===== config.mk =====
export PLATFORM = sky130hd
export DESIGN_NAME = pwm_key_ctrl
export DESIGN_NICKNAME = d
export VERILOG_FILES = /design/src/rtl/pwm_key_ctrl.sv
export SDC_FILE = /design/constraint.sdc
export NUM_CORES = 1
export LEC_CHECK = 0
export BUFFER_PORTS_ARGS = -buffer_cell sky130_fd_sc_hd__clkbuf_2
export CORE_UTILIZATION = 25
export DETAILED_ROUTE_END_ITERATION = 6
export SYNTH_ARGS = -nofsm -noshare
export SYNTH_HDL_FRONTEND = slang
export SYNTH_SLANG_ARGS = --single-unit

===== constraint.sdc =====
create_clock -name clk -period 4.85 [get_ports clk]
set_input_delay 1.2125 -clock clk [delete_from_list [all_inputs] [get_ports clk]]
set_output_delay 1.2125 -clock clk [all_outputs]
set_load 0.005 [all_outputs]

===== src/rtl/pwm_key_ctrl.sv =====
// pwm_key_ctrl: two push keys (up/down) step a duty register that drives a
// registered, glitch-free PWM output.
// Each raw key is synchronised by two flops and then debounced. A four-state
// FSM (IDLE/UP/DOWN/LOCK) turns clean key presses into single duty steps.
// The duty steps saturate at 0 and at 2^WIDTH-1.
// Optional build macro PWM_KEY_AUTOREPEAT_EN: while a key stays held in UP or
// DOWN, a further step is applied every REPEAT_CYCLES cycles.
module pwm_key_ctrl #(
  parameter int WIDTH           = 8,
  parameter int STEP            = 32,
  parameter int DEBOUNCE_CYCLES = 4,
  parameter int REPEAT_CYCLES   = 64
) (
  input  logic             clk,
  input  logic             rst_n,
  input  logic             key_up,
  input  logic             key_down,
  output logic [WIDTH-1:0] duty,
  output logic             pwm_out,
  output logic             step_strobe,
  output logic             sat
);

  localparam logic [WIDTH-1:0] DUTY_MAX = '1;
  localparam logic [WIDTH:0]   STEP_X   = (WIDTH+1)'(STEP);
  localparam logic [7:0]       DB_LAST  = 8'(DEBOUNCE_CYCLES - 1);

  if (DEBOUNCE_CYCLES < 1 || DEBOUNCE_CYCLES > 255 || REPEAT_CYCLES < 1) begin : g_bad_param
    $error("pwm_key_ctrl: DEBOUNCE_CYCLES must be 1..255 and REPEAT_CYCLES >= 1");
  end

  typedef enum logic [1:0] {IDLE, UP, DOWN, LOCK} state_t;

  // Saturating increment by STEP; the extra MSB catches the overflow.
  function automatic logic [WIDTH-1:0] sat_inc(input logic [WIDTH-1:0] d);
    logic [WIDTH:0] s;
    s = {1'b0, d} + STEP_X;
    return s[WIDTH] ? DUTY_MAX : s[WIDTH-1:0];
  endfunction

  // Saturating decrement by STEP; clamps at zero.
  function automatic logic [WIDTH-1:0] sat_dec(input logic [WIDTH-1:0] d);
    if ({1'b0, d} < STEP_X) return '0;
    return d - STEP_X[WIDTH-1:0];
  endfunction

  // Bit 0 is the up key and bit 1 is the down key throughout.
  logic [1:0]       w_raw;
  logic [1:0]       r_sync1;
  logic [1:0]       r_sync2;
  logic [1:0]       r_deb;
  logic [7:0]       r_dcnt [2];
  logic             w_up;
  logic             w_dn;

  state_t           r_state;
  state_t           w_state_nxt;
  logic             w_inc;
  logic             w_dec;
  logic [WIDTH-1:0] w_duty_nxt;

  logic [WIDTH-1:0] r_duty;
  logic             r_strobe;
  logic [WIDTH-1:0] r_cnt;
  logic [WIDTH-1:0] r_active;
  logic             r_pwm;

  assign w_raw = {key_down, key_up};
  assign w_up  = r_deb[0];
  assign w_dn  = r_deb[1];

  // Two-flop synchroniser for both raw keys.
  always_ff @(posedge clk or negedge rst_n) begin
    if (!rst_n) begin
      r_sync1 <= '0;
      r_sync2 <= '0;
    end else begin
      r_sync1 <= w_raw;
      r_sync2 <= r_sync1;
    end
  end

  // Debounce each key: flip after DEBOUNCE_CYCLES differing samples; a matching sample restarts the count.
  always_ff @(posedge clk or negedge rst_n) begin
    if (!rst_n) begin
      r_deb <= '0;
      for (int k = 0; k < 2; k++) r_dcnt[k] <= '0;
    end else begin
      for (int k = 0; k < 2; k++) begin
        if (r_sync2[k] == r_deb[k]) begin
          r_dcnt[k] <= '0;
        end else if (r_dcnt[k] == DB_LAST) begin
          r_deb[k]  <= ~r_deb[k];
          r_dcnt[k] <= '0;
        end else begin
          r_dcnt[k] <= r_dcnt[k] + 8'd1;
        end
      end
    end
  end

`ifdef PWM_KEY_AUTOREPEAT_EN
  localparam int             REP_W    = (REPEAT_CYCLES > 1) ? $clog2(REPEAT_CYCLES) : 1;
  localparam logic [REP_W-1:0] REP_LAST = REP_W'(REPEAT_CYCLES - 1);

  logic [REP_W-1:0] r_rep;

  // Repeat interval counter; restarts on every state change and outside UP/DOWN.
  always_ff @(posedge clk or negedge rst_n) begin
    if (!rst_n) begin
      r_rep <= '0;
    end else if (w_state_nxt != r_state || (r_state != UP && r_state != DOWN) ||
                 r_rep == REP_LAST) begin
      r_rep <= '0;
    end else begin
      r_rep <= r_rep + 1'b1;
    end
  end
`endif

  // Next state, step requests and next duty value.
  always_comb begin
    w_state_nxt = r_state;
    w_inc       = 1'b0;
    w_dec       = 1'b0;
    case (r_state)
      IDLE: begin
        if (w_up && w_dn) begin
          w_state_nxt = LOCK;
        end else if (w_up) begin
          w_state_nxt = UP;
          w_inc       = 1'b1;
        end else if (w_dn) begin
          w_state_nxt = DOWN;
          w_dec       = 1'b1;
        end
      end
      UP: begin
        if (w_dn)       w_state_nxt = LOCK;
        else if (!w_up) w_state_nxt = IDLE;
      end
      DOWN: begin
        if (w_up)       w_state_nxt = LOCK;
        else if (!w_dn) w_state_nxt = IDLE;
      end
      LOCK: begin
        if (!w_up && !w_dn) w_state_nxt = IDLE;
      end
      default: w_state_nxt = IDLE;
    endcase
`ifdef PWM_KEY_AUTOREPEAT_EN
    if (r_rep == REP_LAST) begin
      if (r_state == UP && w_state_nxt == UP)     w_inc = 1'b1;
      if (r_state == DOWN && w_state_nxt == DOWN) w_dec = 1'b1;
    end
`endif
    w_duty_nxt = r_duty;
    if (w_inc)      w_duty_nxt = sat_inc(r_duty);
    else if (w_dec) w_duty_nxt = sat_dec(r_duty);
  end

  // FSM state register.
  always_ff @(posedge clk or negedge rst_n) begin
    if (!rst_n) r_state <= IDLE;
    else        r_state <= w_state_nxt;
  end

  // Duty register; the strobe marks only real changes, so saturated presses stay silent.
  always_ff @(posedge clk or negedge rst_n) begin
    if (!rst_n) begin
      r_duty   <= '0;
      r_strobe <= 1'b0;
    end else begin
      r_duty   <= w_duty_nxt;
      r_strobe <= (w_duty_nxt != r_duty);
    end
  end

  // Free-running PWM counter; the active duty is reloaded only on wrap, so a period never glitches.
  always_ff @(posedge clk or negedge rst_n) begin
    if (!rst_n) begin
      r_cnt    <= '0;
      r_active <= '0;
      r_pwm    <= 1'b0;
    end else begin
      r_cnt <= r_cnt + 1'b1;
      if (r_cnt == DUTY_MAX) r_active <= r_duty;
      r_pwm <= (r_cnt < r_active);
    end
  end

  assign duty        = r_duty;
  assign pwm_out     = r_pwm;
  assign step_strobe = r_strobe;
  assign sat         = (r_duty == '0) || (r_duty == DUTY_MAX);

endmodule


**Yosys cells after proc, flatten, opt, wreduce, memory -nomap -nowiden**

Cells that the tools add are included.

- Add/sub/neg operators: 5
- $lt $le $gt $ge: 2
- Equality and inequality tests: 14
- Mux-type cells: 28
- Bitwise gates (word level): 4
- Reduce and logical (&&, ||, !) cells: 10

Operators with widths:

| cell | count |
|---|---|
| $mux 8 | 9 |
| $add 8x1->8 const B | 3 |
| $eq 8x2->1 const B | 2 |
| $eq 8x8->1 const B | 2 |
| $mux 2 | 8 |
| $mux 1 | 10 |
| $add 8x6->9 const B | 1 |
| $logic_not 8->1 | 1 |
| $lt 8x6->1 const B | 1 |
| $lt 8x8->1 | 1 |
| $ne 8x8->1 | 1 |
| $pmux 2 s4 | 1 |
| $sub 8x6->8 const B | 1 |
| $ne 3x3->1 const B | 2 |
| $eq 2x2->1 const B | 2 |
| $ne 4x4->1 const B | 1 |
| $not 1->1 | 4 |
| $reduce_and 2->1 | 2 |
| $reduce_and 4->1 | 1 |
| $eq 1x1->1 | 2 |
| $eq 2x1->1 const B | 1 |
| $logic_and 1x1->1 | 2 |
| $logic_not 1->1 | 2 |
| $logic_not 2->1 | 1 |
| other kinds (2) | 2 |

- Bits in registers: 50
- Input bits: 4
- Logic and storage cells: 75

**Depth between registers and ports, before layout**

Gate-level depths: netlist (run 1).

- Depth after elaboration: 10
- Mapped depth: 6

**Least setup slack after synthesis (run 1)**

OpenSTA, ideal clock, no wires.

- Kind: reg2out
- Start point: register r_duty[3], in the netlist duty[3]
- End point: output port sat
- Data arrival time: 1.173 ns
- Data required time: 3.638 ns
- Slack: 2.465 ns
- Cell stages (with the launch flop): 4
- Buffers on the path: 0
- Cell sequence: dfrtp_1 -> or4_1 -> nor2_1 -> a32o_1

- Longest elaborated chain between the ends: 2

RTL lines:

| item | line | text |
|---|---|---|
| start: declaration | 62 | `logic [WIDTH-1:0] r_duty;` |
| start signal: assignment | 174 | `r_duty <= w_duty_nxt;` |
| $eq 8x8->1 or $logic_not 8->1 (tied branches) | 195 | `assign sat = (r_duty == '0) \|\| (r_duty == DUTY_MAX);` |
| $logic_or 1x1->1 * | 195 |  |
| end: declaration | 21 | `output logic sat` |

Every way passes the cells marked *; elsewhere a longest branch is shown, timed or not.

**Final worst setup path (run 1)**

Same ends and word-level chain as after synthesis.

==> flow_summary_export.csv, run 1 <==
group,metric,value,unit
placement,pre_cts_slack,2.30,ns
critical_path,crit_fanout,5,
sta,max_slew_margin,0.546,
drt,first_pass_iters,6,
power,p_seq_frac,0.522,
run_status,violations,"design-rule violations",
clock_network,cts_buffers,5,
die,fp.coreArea,8850,um^2
finish,layout-drive-gt1-share,0.164,
global_routing,grt_pass1_wl,6890,um
die,die_h,98.1,um
power,p_per_area,435,nW/um^2
logic_synthesis,synth_top_family_by_area,"simple AND/OR/NAND/NOR gates",
global_routing,gr-usage-all-layers,0.0892,
logic_synthesis,yosys.area.top_type_share,0.542,
sta,timing.final.crit_period,2.88,ns
logic_synthesis,ys_seq_area_frac,0.542,
die,dieArea,9620,um^2
critical_path,crit_path_cell_trace,"or4_1 -> nor2_1 -> a32o_1 -> clkbuf_2",
sta,worstMarginPinSlew,0.671,ns
logic_synthesis,synth_common_cells,"50 x dfrtp_1, 22 x nor2_1, 15 x nand2_1",
critical_path,crit_arrival,1.67,ns
critical_path,worstSetupPathType,"flip-flop to primary output",
critical_path,startpoint_type,"flip-flop",
logic_synthesis,synth_xor_area_frac,0.0759,
drt,post_drt_wl_per_cell,11.5,um
drt,postRouteAntennaNets,0,
logic_synthesis,yosysTopAreaCell,"dfrtp_1",
global_routing,grt.overflow.total,0,
global_routing,grt_max_degree,51,
placement,hpwl,2730,um
logic_synthesis,synth_edf_count,0,
power,swShare,0.336,
die,die_x,98.1,um
critical_path,cpMaxStageDelayCell,"or4_1",
logic_synthesis,synth_compound_area_frac,0.0818,
logic_synthesis,ys_ff_latch,50,
critical_path,critPathMaxStageDelay,0.53,ns
sta,setup_viol,0,
finish,num_antenna_cells,0,
sta,layout_worst_path_cycle_share,0.594,
clock_network,path_clk_slew,0.09,ns
sta,final_max_slew_viol_count,0,
die,initial_core_util,0.261,
logic_synthesis,synth-main-ff-cell,"dfrtp_1",
sta,fin_ws,1.97,ns
drt,totalWireLength,3820,um
critical_path,worst-path-buf-inv,1,
clock_network,insertion_delay,0.30,ns
drt,drt-initial-drc-count,95,
sta,hold_viol,0,
logic_synthesis,syn-cell-area,2310,um^2
logic_synthesis,synth_area_leaders,"dfrtp_1 54%, ha_1 6.5%, xor2_1 5.3%",
drt,viasPerCell,4.58,
logic_synthesis,synth.area.mux_share,0.0493,
worst_hold_path,hold_path_class,"flip-flop to flip-flop",
sta,max_clock_freq,347,MHz
finish,area_growth,13.4,%
logic_synthesis,synthArstFlopShare,1.00,
drt,drc,1,
power,p_leak,1.22,nW
clock_network,htreeDepth,2,
drt,route.met3.wl,126,um
die,io_pins,15,
logic_synthesis,synthAdderAreaFrac,0.0650,
run_status,status,"finished, violations left",
finish,final_util,0.296,
drt,num_vias,1525,
power,p_clk_frac,0.234,
power,power.total,1.14,mW
finish,fin_nets,240,
clock_network,cts-root-buf,"clkbuf_8",
logic_synthesis,synth_warnings,0,
sta,rsz0062_at_grt,"false",
clock_network,cts_sinks,50,
clock_network,tritoncts,"built",
drt,wl_met1,1910,um
clock_network,cts_setup_buffers,0,
logic_synthesis,yosysMostFrequentCell,"dfrtp_1",
critical_path,required,3.64,ns
logic_synthesis,netlist_instances,204,
drt,top_layer_used,"met4",
placement,port-buffer-count,14,
global_routing,first_global_vias,1486,
power,switchingPower,383,uW
logic_synthesis,synth_cell_type_count,41,
die,rows,34,
sta,clock-skew-final,0.0127,ns
clock_network,clock_path_buffers,2,
critical_path,cp_top_family,"simple AND/OR/NAND/NOR gates",
global_routing,grt_antenna_before_repair,0,
clock_network,ctsResizeCount,0,
logic_synthesis,synth-simple-area-share,0.166,
drt,met2_length,1710,um
logic_synthesis,synthesis.nets,220,
logic_synthesis,avgSynthCellArea,11.3,um^2
placement,gp_congestion,0.741,
sta,tns,0,ns
power,p_int,756,uW
job,cap_violations,0,
power,ir_drop,0.130,mV
clock_network,hold_buffers,0,
critical_path,end_kind,"primary output",
power,comb_power_share,0.244,
cells in the final DEF, fill, tap and decap left out, types with 2 or more instances in the layout:
cell       n
clkbuf_8   7
and3_1     4
xor2_1    14
clkbuf_2  14
nor3_1     3
o21ai_0    2
and3_2     2
dfrtp_1   50
mux2_2     7
nand2_1   15
nor2_1    22
nand4_1    4
inv_1     10
ha_1      12
a21oi_1    7
mux2i_1    2
nand3_1   12
o21a_1     5
a21o_1     4
xnor2_1    6
cells by family after synthesis:
kind of cell | Yosys count
AOI/OAI and AO/OA | 27
xor gates and xnor gates | 20
adders and majority gates | 12
buffers and inverters | 12
DFF | 50
muxes | 10
and+or+nand+nor | 73
path summary, 6_finish.rpt:
| path | cells after the start | start | slack (ns) | to |
|---|---|---|---|---|
| setup reg to reg | 5 | r_dcnt[0] | 2.86 | r_dcnt[3] |
| setup / recovery | 4 | duty[3] | 1.97 | sat |
| hold / removal | 0 | r_sync1[0] | 0.35 | r_sync2[0] |
| min in group asynchronous | 2 | rst_n | 1.00 | r_cnt[2] |
| hold reg to reg | 0 | r_sync1[0] | 0.35 | r_sync2[0] |
| max in group asynchronous | 2 | rst_n | 3.42 | duty[6] |
power by group through the flow:
stage	combinational (mW)	sequential (mW)	clock, mW
floorplan	0.207	0.570	0
global placement	0.276	0.598	0
detailed placement	0.281	0.603	0
CTS	0.283	0.595	0.278
global route	0.316	0.613	0.298
finish	0.278	0.595	0.266
worst reg2reg max path: stages, from the launching register on:
cell and delay, ns:
dfrtp_1 0.42, ha_1 0.26, or4b_1 0.44, or4_4 0.45, nand2_1 0.22, nor2_1 0.08
per-stage QoR:
step	hold slack (ns)	instances	cell area [um^2]
2_1_floorplan	0.331	204	2310
3_3_place_gp	0.337	325	2510
3_5_place_dp	0.336	325	2510
4_1_cts	0.353	333	2620
5_1_grt	0.355	333	2620
6_report	0.352	333	2620
registers in the layout, indices dropped and copies added, names as in the netlist:
register     cells
r_sync1          2
step_strobe      1
r_deb            2
r_cnt            8
r_active         8
r_dcnt          16
duty             8
r_state          2
r_sync2          2
pwm_out          1
layout make-up:
class,count,area (um^2)
Clock inverter,1,8.76
Inverter,10,37.5
Fill cell,912,6230
Timing Repair Buffer,15,77.6
Clock buffer,7,96.3
Sequential cell,50,1250
Multi-Input combinational cell,142,1010
Tap cell,108,135
metal layers:
layer | track usage | vias up
met3 | 0.0215 | 7
met4 | 0.0420 | 0
met5 | 0 | -
met2 | 0.140 | 28
li1 | - | 752
met1 | 0.116 | 738
(Power assumes the default switching activity.)
==> run 2, diff against run 1 <==
==> constraint.sdc (replaced) <==
create_clock -name clk -period 2.6 [get_ports clk]
set_input_delay 0.65 -clock clk [delete_from_list [all_inputs] [get_ports clk]]
set_output_delay 0.65 -clock clk [all_outputs]
set_load 0.005 [all_outputs]
==> flow_summary_export.csv, run 2 (same netlist as run 1, synthesis figures left out) <==
group,metric,value,unit
global_routing,grt_pass1_wl,7010,um
critical_path,crit_path_cell_trace,"or4_1 -> nor2_1 -> a32o_1 -> clkbuf_2",
clock_network,cts-root-buf,"clkbuf_8",
sta,max_clock_freq,439,MHz
sta,fin_ws,0.321,ns
finish,fin_nets,240,
sta,timing.final.crit_period,2.28,ns
die,die_h,98.1,um
clock_network,htreeDepth,2,
clock_network,path_clk_slew,0.10,ns
critical_path,cpMaxStageDelayCell,"or4_1",
critical_path,reg2reg_to,"r_deb[1]",
sta,setup_viol,0,
sta,max_slew_margin,0.540,
finish,layout-drive-gt1-share,0.160,
critical_path,cp-startpoint,"duty[3]",
sta,final_max_slew_viol_count,0,
placement,hpwl,2920,um
worst_hold_path,hold_path_class,"primary input to async pin",
drt,first_pass_iters,6,
die,initial_core_util,0.261,
die,rows,34,
drt,viasPerCell,4.52,
critical_path,crit_arrival,1.63,ns
finish,final_cell_mix,"50 x dfrtp_1, 22 x nor2_1, 15 x nand2_1",
critical_path,startpoint_type,"flip-flop",
critical_path,crit_fanout,5,
critical_path,end_kind,"primary output",
power,ir_drop,0.202,mV
die,die_x,98.1,um
critical_path,worstSetupPathType,"flip-flop to primary output",
finish,fillCellCount,924,
global_routing,grt_antenna_before_repair,0,
finish,largest_reg_flops,16,
run_status,violations,"design-rule violations",
die,dieArea,9620,um^2
drt,totalWireLength,3960,um
drt,post_drt_wl_per_cell,11.9,um
critical_path,worst-path-buf-inv,1,
placement,placed_cell_area,2520,um^2
die,fp.coreArea,8850,um^2
run_status,status,"finished, violations left",
global_routing,grt_max_degree,29,
clock_network,tritoncts,"built",
finish,top_register,"r_dcnt",
critical_path,critPathMaxStageDelay,0.52,ns
clock_network,cts_buffers,5,
critical_path,cp_top_family,"simple AND/OR/NAND/NOR gates",
placement,pre_cts_slack,0.644,ns
sta,tns,0,ns
critical_path,r2r_slack,0.65,ns
global_routing,first_global_vias,1549,
finish,num_antenna_cells,0,
global_routing,grt.overflow.total,0,
clock_network,cts_sinks,50,
job,cap_violations,0,
sta,clock-skew-final,0.0158,ns
critical_path,reg2reg_depth,4,
power,p_leak,1.22,nW
die,io_pins,15,
sta,worstMarginPinSlew,0.681,ns
critical_path,rr_startpoint,"r_dcnt[0]",
global_routing,gr-usage-all-layers,0.0907,
drt,drc,1,
critical_path,required,1.95,ns
clock_network,clock_path_buffers,2,
sta,rsz0062_at_grt,"false",
placement,gp_congestion,0.768,
finish,layout_commonest_cell,"dfrtp_1",
clock_network,insertion_delay,0.30,ns
clock_network,ctsResizeCount,0,
placement,port-buffer-count,14,
finish,final_cell_area,2610,um^2
drt,num_vias,1505,
power,p_per_area,791,nW/um^2
clock_network,hold_buffers,0,
placement,place_inst,325,
sta,hold_viol,0,
drt,postRouteAntennaNets,0,
sta,layout_worst_path_cycle_share,0.876,
critical_path,cp.depth,4,
finish,fin_cells,333,
clock_network,cts_setup_buffers,0,
drt,drt-initial-drc-count,55,
finish,area_growth,13.1,%
-- run 2: through the flow --
| stage | power (mW) | hold WS (ns) | utilization |
|---|---|---|---|
| after global placement | 1.63 | 0.336 | 0.285 |
| after detailed placement | 1.65 | 0.342 | 0.285 |
| after floorplan | 1.45 | 0.331 | - |
| final | 2.07 | 0.325 | 0.295 |
| after CTS | 2.10 | 0.356 | 0.295 |
| after global routing | 2.22 | 0.369 | 0.295 |
-- run 2: worst max-delay path by stage --
stage,endpoint
6_report,sat
5_1_grt,sat
4_1_cts,sat
3_5_place_dp,r_dcnt[5]
3_3_place_gp,sat
2_1_floorplan,r_deb[1]
-- run 2: where the power goes --
| group | total (mW) | internal (mW) | switching, mW |
|---|---|---|---|
| Clock | 0.438 | 0.190 | 0.248 |
| Sequential | 1.12 | 0.912 | 0.208 |
| Combinational | 0.508 | 0.255 | 0.253 |
-- run 2: layout make-up --
class	count	area [um^2]	share of cell area
Sequential cell	50	1250	0.479
Multi-Input combinational cell	142	1010	0.387
Tap cell	108	135	0.0517
Timing Repair Buffer	15	90.1	0.0345
Clock inverter	2	13.8	0.00527
Inverter	10	37.5	0.0144
Clock buffer	6	72.6	0.0278
-- run 2: per-layer routing --
layer | vias up | track usage | part of all wire
met2 | 18 | 0.147 | 0.46
met3 | 8 | 0.0222 | 0.030
met1 | 729 | 0.114 | 0.49
met5 | - | 0 | 0
li1 | 750 | - | -
met4 | 0 | 0.0408 | 0.018
